### config.mk
export PLATFORM = sky130hd
export DESIGN_NAME = bp_fe_cmd_sequencer
export DESIGN_NICKNAME = d
export VERILOG_FILES = /design/src/rtl/bp_fe_cmd_sequencer.sv
export SDC_FILE = /design/constraint.sdc
export NUM_CORES = 1
export LEC_CHECK = 0
export BUFFER_PORTS_ARGS = -buffer_cell sky130_fd_sc_hd__buf_2
export CELL_PAD_IN_SITES_DETAIL_PLACEMENT = 0
export CELL_PAD_IN_SITES_GLOBAL_PLACEMENT = 1
export CORE_MARGIN = 5
export CORE_UTILIZATION = 25
export CTS_CLUSTER_SIZE = 25
export DETAILED_ROUTE_END_ITERATION = 10
export PLACE_DENSITY = 0.51
export SLEW_MARGIN = 15
export SYNTH_ARGS = -nofsm -noshare
export SYNTH_HDL_FRONTEND = slang
export SYNTH_SLANG_ARGS = --single-unit
### constraint.sdc
create_clock -name clk_i -period 6.7 [get_ports clk_i]
set_input_delay 0.335 -clock clk_i [delete_from_list [all_inputs] [get_ports clk_i]]
set_output_delay 0.335 -clock clk_i [all_outputs]
set_load 0.02 [all_outputs]
### src/rtl/bp_fe_cmd_sequencer.sv
// Frontend command sequencer: buffers backend commands and paces their issue to pc_gen,
// stalling for fences and redirects. Optional macro: BP_FE_CMD_SEQ_ATTABOY_DROP_EN.
module bp_fe_cmd_sequencer #(
   parameter int cmd_width_p = 128,
   parameter int els_p       = 2,
   parameter int holdoff_p   = 3
) (
   input  logic                   clk_i,
   input  logic                   reset_i,
   input  logic [cmd_width_p-1:0] be_cmd_i,
   input  logic [2:0]             be_cmd_opcode_i,
   input  logic                   be_cmd_v_i,
   output logic                   be_cmd_ready_o,
   output logic [cmd_width_p-1:0] fe_cmd_o,
   output logic                   fe_cmd_v_o,
   input  logic                   fe_cmd_yumi_i,
   input  logic                   fence_done_i,
   output logic                   busy_o
);

   localparam int ptr_w_lp = $clog2(els_p);
   localparam int cnt_w_lp = $clog2(els_p + 1);
   localparam logic [ptr_w_lp-1:0] last_ptr_lp = ptr_w_lp'(els_p - 1);
   localparam logic [cnt_w_lp-1:0] full_cnt_lp = cnt_w_lp'(els_p);
   localparam logic [3:0]          holdoff_lp  = 4'(holdoff_p);

   localparam logic [2:0] op_state_reset  = 3'd0;
   localparam logic [2:0] op_pc_redirect  = 3'd1;
   localparam logic [2:0] op_icache_fence = 3'd3;
   localparam logic [2:0] op_itlb_fence   = 3'd4;
   localparam logic [2:0] op_attaboy      = 3'd5;

   typedef enum logic [1:0] {e_run, e_fence, e_holdoff} state_e;

   typedef struct packed {
      logic [2:0]             opcode;
      logic [cmd_width_p-1:0] payload;
   } entry_s;

   entry_s                mem_q [els_p];
   state_e                state_q, state_d;
   logic [ptr_w_lp-1:0]   rptr_q, rptr_d;
   logic [ptr_w_lp-1:0]   wptr_q, wptr_d;
   logic [cnt_w_lp-1:0]   count_q, count_d;
   logic [3:0]            hold_cnt_q, hold_cnt_d;

   logic   empty, full, drop, enq, deq;
   entry_s head;

   assign empty = (count_q == '0);
   assign full  = (count_q == full_cnt_lp);
   assign head  = mem_q[rptr_q];

`ifdef BP_FE_CMD_SEQ_ATTABOY_DROP_EN
   // A full buffer still swallows attaboys; they carry no state pc_gen needs.
   assign drop           = be_cmd_v_i & full & (be_cmd_opcode_i == op_attaboy);
   assign be_cmd_ready_o = ~reset_i & (~full | (be_cmd_opcode_i == op_attaboy));
`else
   assign drop           = 1'b0;
   assign be_cmd_ready_o = ~reset_i & ~full;
`endif

   assign fe_cmd_v_o = ~reset_i & (state_q == e_run) & ~empty;
   assign fe_cmd_o   = head.payload;
   assign busy_o     = ~reset_i & (~empty | (state_q != e_run));

   assign enq = be_cmd_v_i & be_cmd_ready_o & ~drop;
   assign deq = fe_cmd_yumi_i & fe_cmd_v_o;

   always_comb begin
      // NOTE: every output of this block gets a default first so no latch is inferred.
      state_d    = state_q;
      rptr_d     = rptr_q;
      wptr_d     = wptr_q;
      count_d    = count_q;
      hold_cnt_d = hold_cnt_q;

      if (enq) wptr_d = (wptr_q == last_ptr_lp) ? '0 : wptr_q + 1'b1;
      if (deq) rptr_d = (rptr_q == last_ptr_lp) ? '0 : rptr_q + 1'b1;

      if (enq && !deq)      count_d = count_q + 1'b1;
      else if (deq && !enq) count_d = count_q - 1'b1;

      unique case (state_q)
         e_run: begin
            if (deq) begin
               if (head.opcode == op_icache_fence || head.opcode == op_itlb_fence) begin
                  state_d = e_fence;
               end else if ((head.opcode == op_state_reset || head.opcode == op_pc_redirect)
                            && holdoff_lp != 4'd0) begin
                  state_d    = e_holdoff;
                  hold_cnt_d = holdoff_lp;
               end
            end
         end
         e_fence: begin
            if (fence_done_i) begin
               if (holdoff_lp != 4'd0) begin
                  state_d    = e_holdoff;
                  hold_cnt_d = holdoff_lp;
               end else begin
                  state_d = e_run;
               end
            end
         end
         e_holdoff: begin
            hold_cnt_d = hold_cnt_q - 1'b1;
            if (hold_cnt_q == 4'd1) state_d = e_run;
         end
         default: state_d = e_run;
      endcase
   end

   // NOTE: buffer storage is deliberately not reset; an entry is only read once count covers it.
   always_ff @(posedge clk_i) begin
      if (enq) mem_q[wptr_q] <= '{opcode: be_cmd_opcode_i, payload: be_cmd_i};
   end

   // NOTE: sequential state uses non-blocking assignments so all flops update together.
   always_ff @(posedge clk_i) begin
      if (reset_i) begin
         state_q    <= e_run;
         rptr_q     <= '0;
         wptr_q     <= '0;
         count_q    <= '0;
         hold_cnt_q <= '0;
      end else begin
         state_q    <= state_d;
         rptr_q     <= rptr_d;
         wptr_q     <= wptr_d;
         count_q    <= count_d;
         hold_cnt_q <= hold_cnt_d;
      end
   end

endmodule

== Word level (Yosys, flattened, before mapping) ==
Memory sizes are Yosys's and may differ from the RTL's. A register that Yosys moved wholly into a read port is not among the register bits.
Cells that the tools add are included.
Storage, ports and cells
  register bits: 10
  bits in writable memories: 262
  output and inout bits: 131
  word-level logic and storage cells: 67
  memories kept: 1
Operators by class
  add/subtract/negate cells: 5
  equality and inequality tests: 13
  multiplexer cells: 19
  bitwise operators: 10
  reduce and logical (&&, ||, !) cells: 14
Memories
  mem_q: depth 2, width 131, read ports 1, clocked after Yosys merged registers in 1, wr ports 1, line 40  | entry_s mem_q [els_p];
Operators with widths (count)
  4-bit two-way mux: 4
  2-bit two-way mux: 7
  4-bit one-hot mux with 3 select lines: 1
  2-bit != test, second input constant: 4
  1-bit AND: 6
  1-bit two-way mux: 6
  2-bit one-hot mux with 3 select lines: 1
  5-bit AND reduction: 1
  2-bit == test, second input constant: 2
  4-bit by 1-bit == test with 1-bit output, second input constant: 1
  2-bit zero test: 2
  4-bit AND reduction: 1
  2-bit nonzero test: 2
  4-bit by 1-bit subtractor with 4-bit output, second input constant: 1
  3-bit by 1-bit == test with 1-bit output, second input constant: 1
  3-bit by 2-bit == test with 1-bit output, second input constant: 1
  3-bit == test, second input constant: 1
  3-bit zero test: 1
  3-bit by 1-bit != test with 1-bit output, second input constant: 1
  1-bit inverter: 3
  3-bit nonzero test: 1
  1-bit adder, second input constant: 2
  2-bit by 1-bit adder with 2-bit output, second input constant: 1
  2-bit by 1-bit == test with 1-bit output, second input constant: 1
  6 further kinds: 9

== Logic depth before layout (Yosys ltp) ==
  depth after elaboration: 8
  depth in mapped cells: 7
  mapped depth without buffers: 6

== Worst setup path before layout ==
No wires, ideal clock.
  path kind: register to register
  from: reg count_q[0]
  to: mem mem_q[0][0] (netlist bit), enable pin
  library setup time: 0.639 ns
  arrival time: 6.700 ns
  data required time: 6.061 ns
  path slack: -0.638 ns
  cell stages (with the launch flop): 4
  path buffers: 0
  clock period less this slack: 7.338 ns
  cell sequence: dfxtp_1 -> inv_1 -> a211oi_1 -> nor2b_1
Between the ends
  cells in the longest elaborated chain, start to end: 6
RTL lines
  start: declaration: line 44  | logic [cnt_w_lp-1:0] count_q, count_d;
  start signal: assignment: line 131  | count_q <= count_d;
  2-bit == test: line 51  | assign full = (count_q == full_cnt_lp);
  1-bit inverter: line 60  | assign be_cmd_ready_o = ~reset_i & ~full;
  1-bit AND: line 60
  1-bit AND: line 67  | assign enq = be_cmd_v_i & be_cmd_ready_o & ~drop;
  net enq: line 47  | logic empty, full, drop, enq, deq;
  1-bit two-way mux: line 116  | if (enq) mem_q[wptr_q] <= '{opcode: be_cmd_opcode_i, payload: be_cmd_i};
  1-bit two-way mux (implied by the code): line 116
  end: declaration: line 40
The timed path passes the listed nets, and every way through them passes these cells.

==> flow_summary.json <==
{
  "clk_latency_ps": 520,
  "finalHoldViolations": 0,
  "cp.arrival_ps": 2440,
  "place_congestion": 0.6882,
  "grt_max_degree": 126,
  "synth-seq-cells": 273,
  "vias": 5769,
  "cts-resized-gates": 0,
  "power_leakage_nw": 5.275,
  "synthArstFlopShare": 0,
  "rsz0062_at_grt": "no",
  "final_nets": 1042,
  "initial_core_util": 0.2530,
  "cp_cell_sequence": "buf_4 -> mux2_2 -> buf_2",
  "netlist_area_um2": 10050,
  "ys_seq_area_frac": 0.8047,
  "viasPerCell": 3.973,
  "synth_cell_type_count": 34,
  "fin_crit_ps": 2776,
  "synth_ff_type": "edfxtp_1",
  "setup_viol": 0,
  "num-fill-cells": 3839,
  "cp-start-kind": "flop",
  "root_buffer": "clkbuf_16",
  "antenna_left": 0,
  "synth_area_leaders": "edfxtp_1 78%, mux2_2 14%, dfxtp_1 2.2%, buf_2 0.65%, a21oi_1 0.50%",
  "wl_met2_um": 11130,
  "dp_hpwl_um": 14520,
  "fmax_mhz": 360.2,
  "grt_overflow": 0,
  "area_growth_pct": 43.91,
  "yosysTopAreaCellShare": 0.7828,
  "hold_path_class": "in -> reg",
  "fin_util": 0.3640,
  "dr.pass1.iters": 4,
  "met1_length_um": 9418,
  "p_total_mw": 4.424,
  "multiInputGateArea_um2": 1867,
  "path_clk_slew_ps": 60,
  "synth_warnings": 0,
  "fin_crit_sh": 0.4144,
  "htree_levels": 2,
  "drv_slew": 0,
  "cap_violations": 0,
  "cp_top_family": "buffers and inverters",
  "wl_per_cell_um": 15.92,
  "avgSynthCellArea_um2": 20.81,
  "worstReg2RegStart": "count_q[0]$_SDFFE_PP0P_",
  "path_class": "reg -> out",
  "grt_pass1_wl_um": 34960,
  "setup_tns_ps": 0,
  "drt_iter0_drc": 176,
  "pin_count": 267,
  "cts_sinks": 273,
  "dr.max_layer_used": "met5",
  "max_slew_margin": 0.4130,
  "drive_above_1_share": 0.4908,
  "min_from": "reset_i",
  "cp_max_fo": 58,
  "hold_ws_ps": 182.1,
  "power_density_nw_per_um2": 305.8,
  "numCtsBuffers": 34,
  "status": "completed",
  "antenna_found_initial": 1,
  "wl_met3_um": 1911,
  "fp.dieH_um": 210.5,
  "crit_path_max_incr_delay_ps": 700,
  "end_kind": "output port",
  "fin_cells": 1452,
  "rows": 73,
  "synth_area_leader_cell": "edfxtp_1",
  "portBuffers": 266,
  "grt_pass1_vias": 6208,
  "cts_tree": "built",
  "synthesis.nets": 622,
  "cp_slowest_cell": "buf_4",
  "area.sequential_um2": 8092,
  "ir_worst_vdd_mv": 0.1961,
  "post_cts.repair.setup_buffers": 0,
  "clock_skew_ps": 9.372,
  "wl_um": 23120,
  "worstMarginPinSlew_ps": 880.5,
  "synth_edf_count": 262,
  "place_inst": 1261,
  "track_usage": 0.1020,
  "required_ps": 6360,
  "crit_buf_inv": 2,
  "core_um2": 39730,
  "cts.path.max_buffers": 3,
  "drc": 0,
  "die-area_um2": 44310,
  "synth_cells": 483,
  "antenna_cells": 0,
  "die_x_um": 210.5
}
==> cell families after synthesis <==
kind of cell,Yosys count,share of synthesized area
compound gates,24,0.01656
xor+xnor,4,0.003486
fa+ha+maj,3,0.003735
buf+inv,22,0.01058
flops,273,0.8047
mux,132,0.1480
simple gates,25,0.01295
==> synth_stat cells, drive strengths merged, types with 2 or more instances <==
cell type / n
edfxtp: 262
nand2b: 2
ha: 3
and2: 2
nor3: 2
a21oi: 10
mux2: 130
mux2i: 2
dfxtp: 11
a211oi: 3
nand3: 2
o21ai: 2
inv: 5
clkbuf: 3
xor2: 3
o21a: 3
nor2: 10
buf: 14
==> state kept, by name (all words and copies together) (netlist names), named ones only <==
name	count
count_q	2
hold_cnt_q	4
mem_q	262
rptr_q	1
state_q	2
wptr_q	1
==> per-stage QoR <==
step | area, um^2 | worst slack (ps)
final | 14460 | 3924
after global routing | 14460 | 3754
after CTS | 14460 | 3794
after detailed placement | 12020 | 3849
after global placement | 12020 | 3874
after floorplan | 10050 | 1873
==> repair_timing <==
action / 4_1_cts / 5_1_grt
endpoints found under the hold margin: 262 / 0
endpoints found under the setup margin: 0 / 0
hold buffers: 131 / 0
==> placed cells by master, fill, tap and decap left out, types with 2 or more instances in the layout <==
| cell | Yosys | routed |
|---|---|---|
| clkinv_2 | 0 | 5 |
| a21oi_1 | 10 | 10 |
| mux2i_1 | 2 | 2 |
| clkbuf_1 | 3 | 7 |
| o21ai_0 | 2 | 2 |
| dlygate4sd3_1 | 0 | 131 |
| clkbuf_16 | 0 | 37 |
| buf_4 | 0 | 2 |
| mux2_2 | 129 | 129 |
| ha_1 | 3 | 3 |
| bufinv_16 | 0 | 4 |
| a211oi_1 | 3 | 3 |
| o21a_1 | 3 | 3 |
| nor2_1 | 10 | 10 |
| nand2b_1 | 2 | 2 |
| buf_12 | 0 | 2 |
| buf_2 | 13 | 266 |
| edfxtp_1 | 262 | 262 |
| inv_1 | 5 | 5 |
| nor3_1 | 2 | 2 |
| xor2_1 | 3 | 3 |
| nand3_1 | 2 | 2 |
| clkinv_1 | 0 | 5 |
| dfxtp_1 | 11 | 10 |
==> where the power goes <==
group          internal, mW  total (mW)  switching (mW)
clock network          1.15        1.82           0.669
registers              1.98        2.01          0.0289
logic                 0.260       0.594           0.335
total                  3.39        4.42            1.03
==> per-layer routing <==
metal | global-route usage | vias up
met5 | 0 | -
li1 | - | 2754
met3 | 0.03870 | 45
met1 | 0.1197 | 2788
met4 | 0.04158 | 2
met2 | 0.1692 | 180
==> area by class of cell <==
type | instances | area share
Clock buffer | 44 | 0.06583
Clock inverter | 16 | 0.01246
Inverter | 5 | 0.001298
Multi-Input combinational cell | 188 | 0.1291
Sequential cell | 273 | 0.5594
Tap cell | 525 | 0.04542
Timing Repair Buffer | 401 | 0.1865
==> final timing paths <==
check / end / slack [ps] / cells past startpoint
worst min register to register: hold_cnt_q[3]$_SDFFE_PP0P_ / 480 / 1
worst max register to register: mem_q[1][46]$_DFFE_PP_ / 3960 / 4
worst min-delay path: count_q[0]$_SDFFE_PP0P_ / 180 / 2
worst max-delay path: fe_cmd_o[27] / 3920 / 3
No activity file was read; power rests on OpenSTA's default activity.
